===== src/rtl/card_game_ctrl.sv =====
// Sequencer for the 4x4 memory-card board: cursor movement, card flipping,
// pair comparison with a timed hold, match bookkeeping and the win state.
module card_game_ctrl #(
    parameter int HOLD_CYCLES = 50000000,
    parameter int TMR_W       = 26
) (
    input  logic        clk,
    input  logic        reset,
    input  logic        btn_up,
    input  logic        btn_down,
    input  logic        btn_left,
    input  logic        btn_right,
    input  logic        btn_sel,
    input  logic [47:0] layout,
    output logic [3:0]  cursor,
    output logic [15:0] enable,
    output logic [15:0] matched,
    output logic [7:0]  moves,
    output logic [3:0]  pairs,
    output logic        busy,
    output logic        win
);

    typedef enum logic [1:0] {PICK1, PICK2, SHOW, WIN} state_t;

    state_t            state;
    logic [15:0]       face_up;
    logic [3:0]        first;
    logic [3:0]        second;
    logic [TMR_W-1:0]  timer;

    logic [1:0]        row;
    logic [1:0]        col;
    logic [3:0]        target;
    logic [15:0]       tgt_bit;
    logic              ids_equal;

    // Move is resolved before the select so a same-cycle btn_sel acts on the new position.
    always_comb begin
        row = cursor[3:2];
        col = cursor[1:0];
        if (btn_up)         row = row - 2'd1;
        else if (btn_down)  row = row + 2'd1;
        else if (btn_left)  col = col - 2'd1;
        else if (btn_right) col = col + 2'd1;
        target  = {row, col};
        tgt_bit = 16'd1 << target;
    end

    assign ids_equal = (layout[3*first +: 3] == layout[3*second +: 3]);

    // NOTE: every register here is state, so all assignments are non-blocking;
    // blocking ones would let later statements see half-updated values.
    always_ff @(posedge clk) begin
        if (reset) begin
            state   <= PICK1;
            cursor  <= '0;
            face_up <= '0;
            enable  <= '0;
            matched <= '0;
            moves   <= '0;
            pairs   <= '0;
            busy    <= 1'b0;
            win     <= 1'b0;
            timer   <= '0;
            first   <= '0;
            second  <= '0;
        end else begin
            case (state)
                PICK1: begin
                    cursor <= target;
                    if (btn_sel && !matched[target]) begin
                        first   <= target;
                        face_up <= tgt_bit;
                        enable  <= matched | tgt_bit;
                        state   <= PICK2;
                    end
                end
                PICK2: begin
                    cursor <= target;
                    if (btn_sel && target != first && !matched[target]) begin
                        second  <= target;
                        face_up <= face_up | tgt_bit;
                        enable  <= enable | tgt_bit;
                        moves   <= (moves == 8'hFF) ? moves : moves + 8'd1;
                        timer   <= TMR_W'(HOLD_CYCLES - 1);
                        busy    <= 1'b1;
                        state   <= SHOW;
                    end
                end
                SHOW: begin
                    if (timer == '0) begin
                        face_up <= '0;
                        busy    <= 1'b0;
                        if (ids_equal) begin
                            matched <= matched | face_up;
                            pairs   <= pairs + 4'd1;
                            if (pairs == 4'd7) begin
                                enable <= '1;
                                win    <= 1'b1;
                                state  <= WIN;
                            end else begin
                                enable <= matched | face_up;
                                state  <= PICK1;
                            end
                        end else begin
                            enable <= matched;
                            state  <= PICK1;
                        end
                    end else begin
                        timer <= timer - 1'b1;
                    end
                end
                WIN: begin
                    if (btn_sel) begin
                        matched <= '0;
                        enable  <= '0;
                        moves   <= '0;
                        pairs   <= '0;
                        cursor  <= '0;
                        win     <= 1'b0;
                        state   <= PICK1;
                    end
                end
                default: state <= PICK1;
            endcase
        end
    end

endmodule


===== config.mk =====
export PLATFORM = sky130hd
export DESIGN_NAME = card_game_ctrl
export DESIGN_NICKNAME = d
export VERILOG_FILES = /design/src/rtl/card_game_ctrl.sv
export SDC_FILE = /design/constraint.sdc
export NUM_CORES = 1
export LEC_CHECK = 0
export CAP_MARGIN = 30
export CORE_MARGIN = 5
export CORE_UTILIZATION = 25
export DETAILED_ROUTE_END_ITERATION = 10
export SYNTH_ARGS = -nofsm -noshare
export SYNTH_HDL_FRONTEND = slang
export SYNTH_SLANG_ARGS = --single-unit

===== constraint.sdc =====
create_clock -name clk -period 9.09 [get_ports clk]
set_clock_uncertainty 0.15 [all_clocks]
set_input_delay 1.818 -clock clk [delete_from_list [all_inputs] [get_ports clk]]
set_output_delay 1.818 -clock clk [all_outputs]
set_load 0.01 [all_outputs]

## Word-level counts from Yosys, hierarchy flattened

Index checks and enable logic that the tools add are counted.

| storage, ports and cells | value |
|---|---|
| bits in registers | 102 |
| input port bits | 55 |
| output and inout port bits | 50 |

| operators by class | value |
|---|---|
| $add $sub $neg | 7 |
| multipliers | 2 |
| magnitude comparators | 1 |
| equal/unequal tests | 15 |
| shift operators | 3 |
| mux-type cells | 49 |
| bitwise operators | 4 |
| reduce and logical (&&, ||, !) cells | 22 |

Operator list:

| kind | count |
|---|---|
| 16-bit two-way mux | 11 |
| 48-bit by 7-bit indexed part select with 3-bit output | 2 |
| 16-bit OR | 4 |
| 16-bit one-hot mux with 4 select lines | 1 |
| 26-bit two-way mux | 2 |
| 26-bit one-hot mux with 2 select lines | 1 |
| 16-bit one-hot mux with 3 select lines | 1 |
| 16-bit one-hot mux with 2 select lines | 1 |
| 26-bit logical NOT | 1 |
| 26-bit by 1-bit subtractor with 26-bit output (second input constant) | 1 |
| 2-bit two-way mux | 12 |
| 8-bit two-way mux | 3 |
| 2-bit != test (second input constant) | 8 |
| 4-bit one-hot mux with 2 select lines | 2 |
| 8-bit one-hot mux with 2 select lines | 1 |
| 4-bit AND reduction | 4 |
| 1-bit by 4-bit left shift with 16-bit output (first input constant) | 1 |
| 2-bit by 4-bit multiplier with 6-bit output (first input constant) | 2 |
| 4-bit two-way mux | 3 |
| 8-bit by 1-bit adder with 8-bit output (second input constant) | 1 |
| 8-bit == test (second input constant) | 1 |
| 2-bit one-hot mux with 4 select lines | 1 |
| 2-bit nonzero test | 4 |
| 1-bit two-way mux | 7 |
| 19 further kinds | 28 |

## Logic depth before layout (Yosys ltp)

Gate-level depths: netlist of run 1.

| logic depth | value |
|---|---|
| depth after elaboration | 11 |
| depth in mapped cells | 13 |
| mapped depth without buffers | 10 |

## Least setup slack after synthesis of run 1

OpenSTA, ideal clock, no wires.

| path | value |
|---|---|
| path kind | input port to flip-flop |
| start point | input btn_down |
| end point | register busy |
| arrival | 4.223 ns |
| required time | 8.819 ns |
| slack | 4.596 ns |
| stages | 11 |
| buffers on the path | 3 |
| cell sequence | or2_1 buf_2 o21ai_4 o21ai_2 a221o_1 o21a_1 a221o_1 buf_4 buf_6 a21oi_1 mux2_2 |

| between the ends | value |
|---|---|
| longest elaborated chain between the ends | 8 |
| elaborated cells on any way between the ends | 12 |
| those cells by class | 2 x eq/ne; 6 x mux; 4 x reduce/logical |

RTL lines:

| what | line | source |
|---|---|---|
| start: declaration | 10 | `input logic btn_down,` |
| 2-bit two-way mux | 43 | `else if (btn_down) row = row + 2'd1;` |
| 2-bit two-way mux | 42 | `if (btn_up) row = row - 2'd1;` |
| 1-bit binary-select mux with 4-bit select | 81 | `if (btn_sel && target != first && !matched[target]) begin` |
| 1-bit two-way mux (implied by the code) | 81 |  |
| 1-bit logical NOT | 81 |  |
| 1-bit logical AND (*) | 81 |  |
| 2-bit != test (no line) (*) | n/a |  |
| 3-bit AND reduction (no line) (*) | n/a |  |
| end signal: assignment | 63 | `busy <= 1'b0;` |
| end signal: assignment | 87 | `busy <= 1'b1;` |
| end signal: assignment | 94 | `busy <= 1'b0;` |
| end: declaration | 20 | `output logic busy,` |

Every way passes the cells marked *; elsewhere a longest branch is shown, timed or not. The select of a mux whose other input is x is not followed.
A chain may end at the register's enable or synchronous reset.

## Worst setup path in the final report of run 1

| path | value |
|---|---|
| start point | input btn_left |
| end point | register enable[5] |

| between the ends | value |
|---|---|
| longest elaborated chain between the ends | 9 |
| elaborated cells on any way between the ends | 19 |
| those cells by class | 3 x eq/ne; 1 x shift; 8 x mux; 2 x bitwise; 5 x reduce/logical |

RTL lines:

| what | line | source |
|---|---|---|
| start: declaration | 11 | `input logic btn_left,` |
| 2-bit two-way mux (*) | 44 | `else if (btn_left) col = col - 2'd1;` |
| 2-bit two-way mux (*) | 43 |  |
| 2-bit two-way mux (*) | 42 |  |
| 1-bit binary-select mux with 4-bit select | 72, 81 |  |
| 1-bit two-way mux (implied by the code) | 72, 81 |  |
| 1-bit logical NOT | 72, 81 |  |
| 1-bit logical AND, on equally long branches | 81, 72 |  |
| 2-bit != test (no line) | n/a |  |
| 4-bit AND reduction (no line) | n/a |  |
| end signal: assignment | 75 | `enable <= matched \| tgt_bit;` |
| end signal: assignment | 84 | `enable <= enable \| tgt_bit;` |
| end signal: assignment | 103 | `enable <= matched \| face_up;` |
| end: declaration | 16 | `output logic [15:0] enable,` |

Marks and branches as above.

==> results.tsv, run 1 <==
metric	value	unit
asr flop ratio synth	0	%
clk root buf	clkbuf_16	
synthesized netlist cell count	895	
RSZ-0062 raised after global routing	no	
CP peak stage delay	610	ps
crit-path max FO	37	
Slowest-stage cell, CP	a21o_1	
DRC	0	
Worst-Skew Late Latency	360	ps
cell repeated most along the worst path	buf_4	
pwr/cell area	310	nW/um^2
# diodes	0	
Syn. warnings	0	
worst hold stages	1	
Clock Sinks	102	
WS Path Type	input port to flop	
f_max	170	MHz
Post-Route WL	25.6	mm
Tightest Hold Check Type	flop to flop	
first-pass GRT wire length	39.6	mm
num rows	62	
Final HPWL DP	17.8	mm
endpoint class of the critical path	flop	
Initial Util	25.1	%
Worst Reg-to-Reg Cells	9	
CTS H-tree lvls	3	
Area Overhead vs Synth	23.0	%
dominant synthesized flop cell	dfxtp_1	
worst-path cell chain	clkdlybuf4s50_1 > or2_2 > a21boi_1 > a21oi_1 > buf_4 > o221ai_1 > o22a_1 > a221o_2 > buf_4 > a21o_1 > mux2_2	
wire per inst	19.1	um
CTS max path bufs	2	
hold buffer count at CTS	0	
largest cells by area after synthesis	dfxtp_1 (28%), mux4_2 (7.9%), a21oi_1 (5.4%)	
vias in the first global route	7161	
Syn Std Cell Area	7170	sq um
Post-CTS Resized	0	
Cell variety after synth	76	
status	completed	
pin count of the biggest net entering global routing	77	
Synth top area share	28.5	%
FF+latch area	2040	sq um
Nets	1016	
relative slew slack	37.0	%
Setup Fix Bufs, Post-CTS	0	
Setup violations, final	0	
proportion of layout cells with a drive suffix above 1	10.6	%
post-synthesis average cell area	8.01	sq um
most common cell in the netlist	dfxtp_1	
CORE AREA	28500	sq um
sequential fraction of the synthesis area	28.5	%
Chip Width	179	um
Die Ht	179	um
area of the multi-input gates	4640	sq um
remaining global-route overflow	0	
GPL Wtd Cong	0.887	
vias per cell	5.55	
startpoint types	input port	
Tot GR Track Use	15.4	%
LEAKAGE	2.96	nW
initial antenna violation count	0	
Synth top cells by count	dfxtp_1 (102), a21oi_1 (77), nor2_1 (77)	
Yosys top cell by area	dfxtp_1	
Max Cap Viol	0	
Slew @ Worst Pin	944	ps
max-slew violation count	0	
worst vdd ir	0.134	mV
Final Cycle Share	64.7	%
routed via count	7428	
net count after synthesis	960	
post-route setup TNS	0	ps
CTS clk-pin slew, worst paths	70	ps
crit path time final	5880	ps
Fin. Hold Viols	0	
WP data arrival	5980	ps
FF+latch count, synth	102	
DRT Pass-1 Iters	5	
Port Buffers	104	
CTS tree	done	
EDFF count, synth	0	
number of buffers created by CTS	9	
CP required	9190	ps
post-layout util	30.9	%
DR iter-0 viols	688	
Final ANT Viol Nets	0	
fill count	3091	
# IOs	105	
Die Area	32200	sq um
## stage by stage
step                      cell area [sq um]  setup slack, ps  hold slack (ps)  total power (W)  std cells
final                                  8820             3210              321          0.00273       1339
after global routing                   8820             2920              355          0.00292       1339
after CTS                              8810             3020              317          0.00273       1338
after detailed placement               8520             2640              307          0.00231       1323
after global placement                 8450             2710              299          0.00228       1319
after floorplan                        7170             4600              285          0.00187        895
## registers in the layout, indices dropped and copies added (netlist names)
signal and flops:
enable 16, timer 26, pairs 4, state 2, moves 8, busy 1, face_up 16, cursor 4
matched 16, first 4, second 4, win 1
## kinds of logic (layout without fill, tap and decap cells)
| group | after synthesis | in the layout | share of synthesized area [%] |
|---|---|---|---|
| DFF | 102 | 102 | 28.5 |
| buffers and inverters | 121 | 181 | 7.14 |
| muxes | 35 | 35 | 9.32 |
| xor gates and xnor gates | 10 | 10 | 1.22 |
| adders and majority gates | 10 | 10 | 1.74 |
| and+or+nand+nor | 268 | 268 | 18.1 |
| AOI/OAI and AO/OA | 349 | 349 | 34.1 |
## worst max-delay path, delay by kind of cell
family | cells | cell delay [ps]
AO/OA/AOI/OAI | 6 | 2170
buffers and inverters | 3 | 1220
multiplexers | 1 | 400
AND/OR/NAND/NOR | 1 | 360
## power by group
part / switching, W / internal (W)
combinational: 0.00101 / 0.000652
clock: 0.000191 / 0.000215
sequential: 0.000127 / 0.000539
## cell usage in the layout, fill, tap and decap left out, types with 6 or more instances in the layout
cell,netlist,layout
buf_4,1,12
inv_1,44,44
a31oi_1,28,28
mux2i_1,6,6
nand2b_1,6,6
ha_1,10,8
dfxtp_1,102,102
clkdlybuf4s50_1,0,103
o22ai_1,33,33
o211ai_1,9,9
nor4_1,7,7
o221ai_1,7,6
mux4_2,25,25
a22oi_1,10,10
xnor2_1,10,10
a211oi_1,37,37
a21o_1,8,8
a311o_1,15,15
o21ai_0,44,43
nor2_1,77,77
a21oi_1,77,77
or3_1,8,8
nand3_1,30,30
o221a_2,17,17
o21a_1,11,11
nand2_1,71,71
nor3_1,19,19
clkbuf_16,0,9
nor2b_1,8,8
## area by class of cell
class | count | share of cell area, %
clock buffers | 9 | 2.55
clock inverters | 6 | 0.809
inverters | 47 | 2.00
multi-input cells | 672 | 52.6
flip-flops and latches | 102 | 23.2
well taps | 384 | 5.45
repair buffers | 119 | 13.4
## final timing paths
kind	from	end	slack, ps
worst min-delay path	timer[20]$_SDFFE_PP0P_	timer[20]$_SDFFE_PP0P_	320
worst max register to register	cursor[0]$_SDFFE_PP0P_	enable[5]$_SDFFE_PP0P_	4620
worst max-delay path	btn_left	enable[5]$_SDFFE_PP0P_	3210
worst min register to register	timer[20]$_SDFFE_PP0P_	timer[20]$_SDFFE_PP0P_	320
## routing by layer
metal / GRT usage [%] / up-vias / part of all wire (%)
met5: 0 / - / 0
met4: 4.06 / 0 / 2.1
met3: 3.44 / 43 / 6.5
met2: 25.5 / 269 / 48
met1: 20.3 / 3574 / 43
li1: - / 3542 / -
No activity file was read; power rests on OpenSTA's default activity.
==> run 2, diff against run 1 <==
==> constraint.sdc (replaced) <==
create_clock -name clk -period 5.37 [get_ports clk]
set_clock_uncertainty 0.15 [all_clocks]
set_input_delay 1.074 -clock clk [delete_from_list [all_inputs] [get_ports clk]]
set_output_delay 1.074 -clock clk [all_outputs]
set_load 0.01 [all_outputs]
==> run 2 against run 1 <==
  * Final area is 0.99% higher
  * Core utilization is 0.31 points higher
  * Register-to-register slack worse by 3100 ps
  * First-iteration DRC count is 0.87% lower
  * Total power is 74% higher
  * Critical path type unchanged
  * Largest power group unchanged
==> results.tsv, run 2 (synthesized netlist as in run 1, its figures left out) <==
metric	value	unit
Tot GR Track Use	15.6	%
LEAKAGE	3.03	nW
commonest cells after routing, fill and taps aside	clkdlybuf4s50_1 (103), dfxtp_1 (102), nor2_1 (77), a21oi_1 (77), nand2_1 (71)	
Top reg by flops	timer	
Final Cycle Share	82.9	%
Worst Hold Slack	320	ps
hold buffer count at CTS	0	
first-pass GRT wire length	40.5	mm
post-route setup TNS	0	ps
pwr/cell area	533	nW/um^2
Post-CTS Resized	0	
clk root buf	clkbuf_16	
worst vdd ir	0.319	mV
CTS max path bufs	2	
WS Path Type	input port to flop	
Clock Sinks	102	
post-layout util	31.2	%
routed via count	7489	
endpoint class of the critical path	flop	
Die Ht	179	um
number of buffers created by CTS	9	
GPL Wtd Cong	0.882	
Area Overhead vs Synth	24.2	%
max-slew violation count	0	
crit-path max FO	22	
Die Area	32200	sq um
status	completed	
placed cells	1333	
WP data arrival	4590	ps
Nets	1025	
Slew @ Worst Pin	1000	ps
num rows	62	
Setup Fix Bufs, Post-CTS	0	
worst r2r src	timer[9]$_SDFFE_PP0P_	
Post-Route WL	25.7	mm
Fin. Hold Viols	0	
CTS tree	done	
vias in the first global route	7224	
relative slew slack	32.6	%
pin count of the biggest net entering global routing	77	
CTS H-tree lvls	3	
crit path time final	4450	ps
Final Non-Filler Cells	1349	
Setup violations, final	0	
Worst-Skew Late Latency	360	ps
Chip Width	179	um
CP required	5500	ps
Final ANT Viol Nets	0	
worst hold stages	1	
Max Cap Viol	0	
DRT Pass-1 Iters	5	
Initial Util	25.1	%
initial antenna violation count	0	
min-delay src	timer[20]$_SDFFE_PP0P_	
max FFs per register	26	
setup slack, reg-to-reg	1480	ps
proportion of layout cells with a drive suffix above 1	11.3	%
Final HPWL DP	18.0	mm
RSZ-0062 raised after global routing	no	
most common cell after layout, fill and taps aside	clkdlybuf4s50_1	
fill count	3055	
DRC	0	
Tightest Hold Check Type	flop to flop	
vias per cell	5.55	
# IOs	105	
Worst Hold End	timer[20]$_SDFFE_PP0P_	
wire per inst	19.0	um
startpoint types	input port	
# diodes	0	
f_max	225	MHz
Final WS setup	917	ps
Port Buffers	104	
remaining global-route overflow	0	
Worst Reg-to-Reg Cells	8	
CORE AREA	28500	sq um
worst slack at placement	572	ps
Crit Reg-Reg Endpoint	matched[2]$_SDFFE_PP0P_	
DR iter-0 viols	682	
CTS clk-pin slew, worst paths	70	ps
==> run 2: changes by cell type in the layout (fill, tap and decap cells not counted) <==
cell        previous run  this run
inv_6                  2         0
clkinv_4               1         0
buf_8                  2         0
clkinvlp_4             2         0
clkinv_2               0         1
clkbuf_1               0         1
buf_4                 12        23
o21ai_0               43        44
o21ai_2                2         1
clkbuf_8               0         3
bufinv_16              1         2
==> run 2: critical path: stages <==
cell and delay, ps:
clkdlybuf4s50_1 500, or2_1 380, o21ai_4 320, o21ai_2 120, a221o_1 390, o21a_1 240, a221o_2 560, buf_4 290
buf_4 200, a311o_1 350, a31oi_1 140
==> run 2: worst max path at each step <==
stage / from / endpoint / slack, ps / depth (start not counted)
after global placement: btn_up / timer[7]$_SDFFE_PP0P_ / 660 / 11
after detailed placement: btn_up / timer[13]$_SDFFE_PP0P_ / 570 / 11
final: btn_up / timer[14]$_SDFFE_PP0P_ / 920 / 11
after CTS: btn_up / timer[13]$_SDFFE_PP0P_ / 940 / 11
after floorplan: btn_down / busy$_SDFFE_PP0P_ / 1620 / 11
after global routing: btn_up / timer[8]$_SDFFE_PP0P_ / 720 / 11
==> run 2: per-stage QoR <==
stage | instance area [sq um] | power (W)
5_1_grt | 8910 | 0.00508
6_report | 8910 | 0.00475
3_5_place_dp | 8570 | 0.00398
2_1_floorplan | 7170 | 0.00317
3_3_place_gp | 8540 | 0.00395
4_1_cts | 8910 | 0.00474
==> run 2: metal layers <==
layer | part of all wire [%] | global-route usage (%) | routed length, um | up-vias
li1 | - | - | - | 3570
met1 | 44 | 20.8 | 11200 | 3610
met2 | 49 | 25.7 | 12500 | 271
met3 | 6.1 | 3.40 | 1560 | 38
met4 | 1.8 | 4.25 | 454 | 0
met5 | 0 | 0 | 0 | -
==> run 2: area by class of cell <==
class / count / area [sq um] / share of cell area [%]
multi-input cells: 672 / 4640 / 52.1
flip-flops and latches: 102 / 2040 / 22.9
repair buffers: 128 / 1240 / 13.9
well taps: 384 / 480 / 5.39
clock buffers: 13 / 270 / 3.03
inverters: 47 / 176 / 1.98
clock inverters: 3 / 65.1 / 0.730
==> run 2: report_power, final <==
part / switching, W / leakage [nW] / total, W / internal, W
Combinational: 0.00172 / 2.03 / 0.00286 / 0.00115
Clock: 0.000303 / 0.166 / 0.000750 / 0.000447
Sequential: 0.000219 / 0.831 / 0.00113 / 0.000912
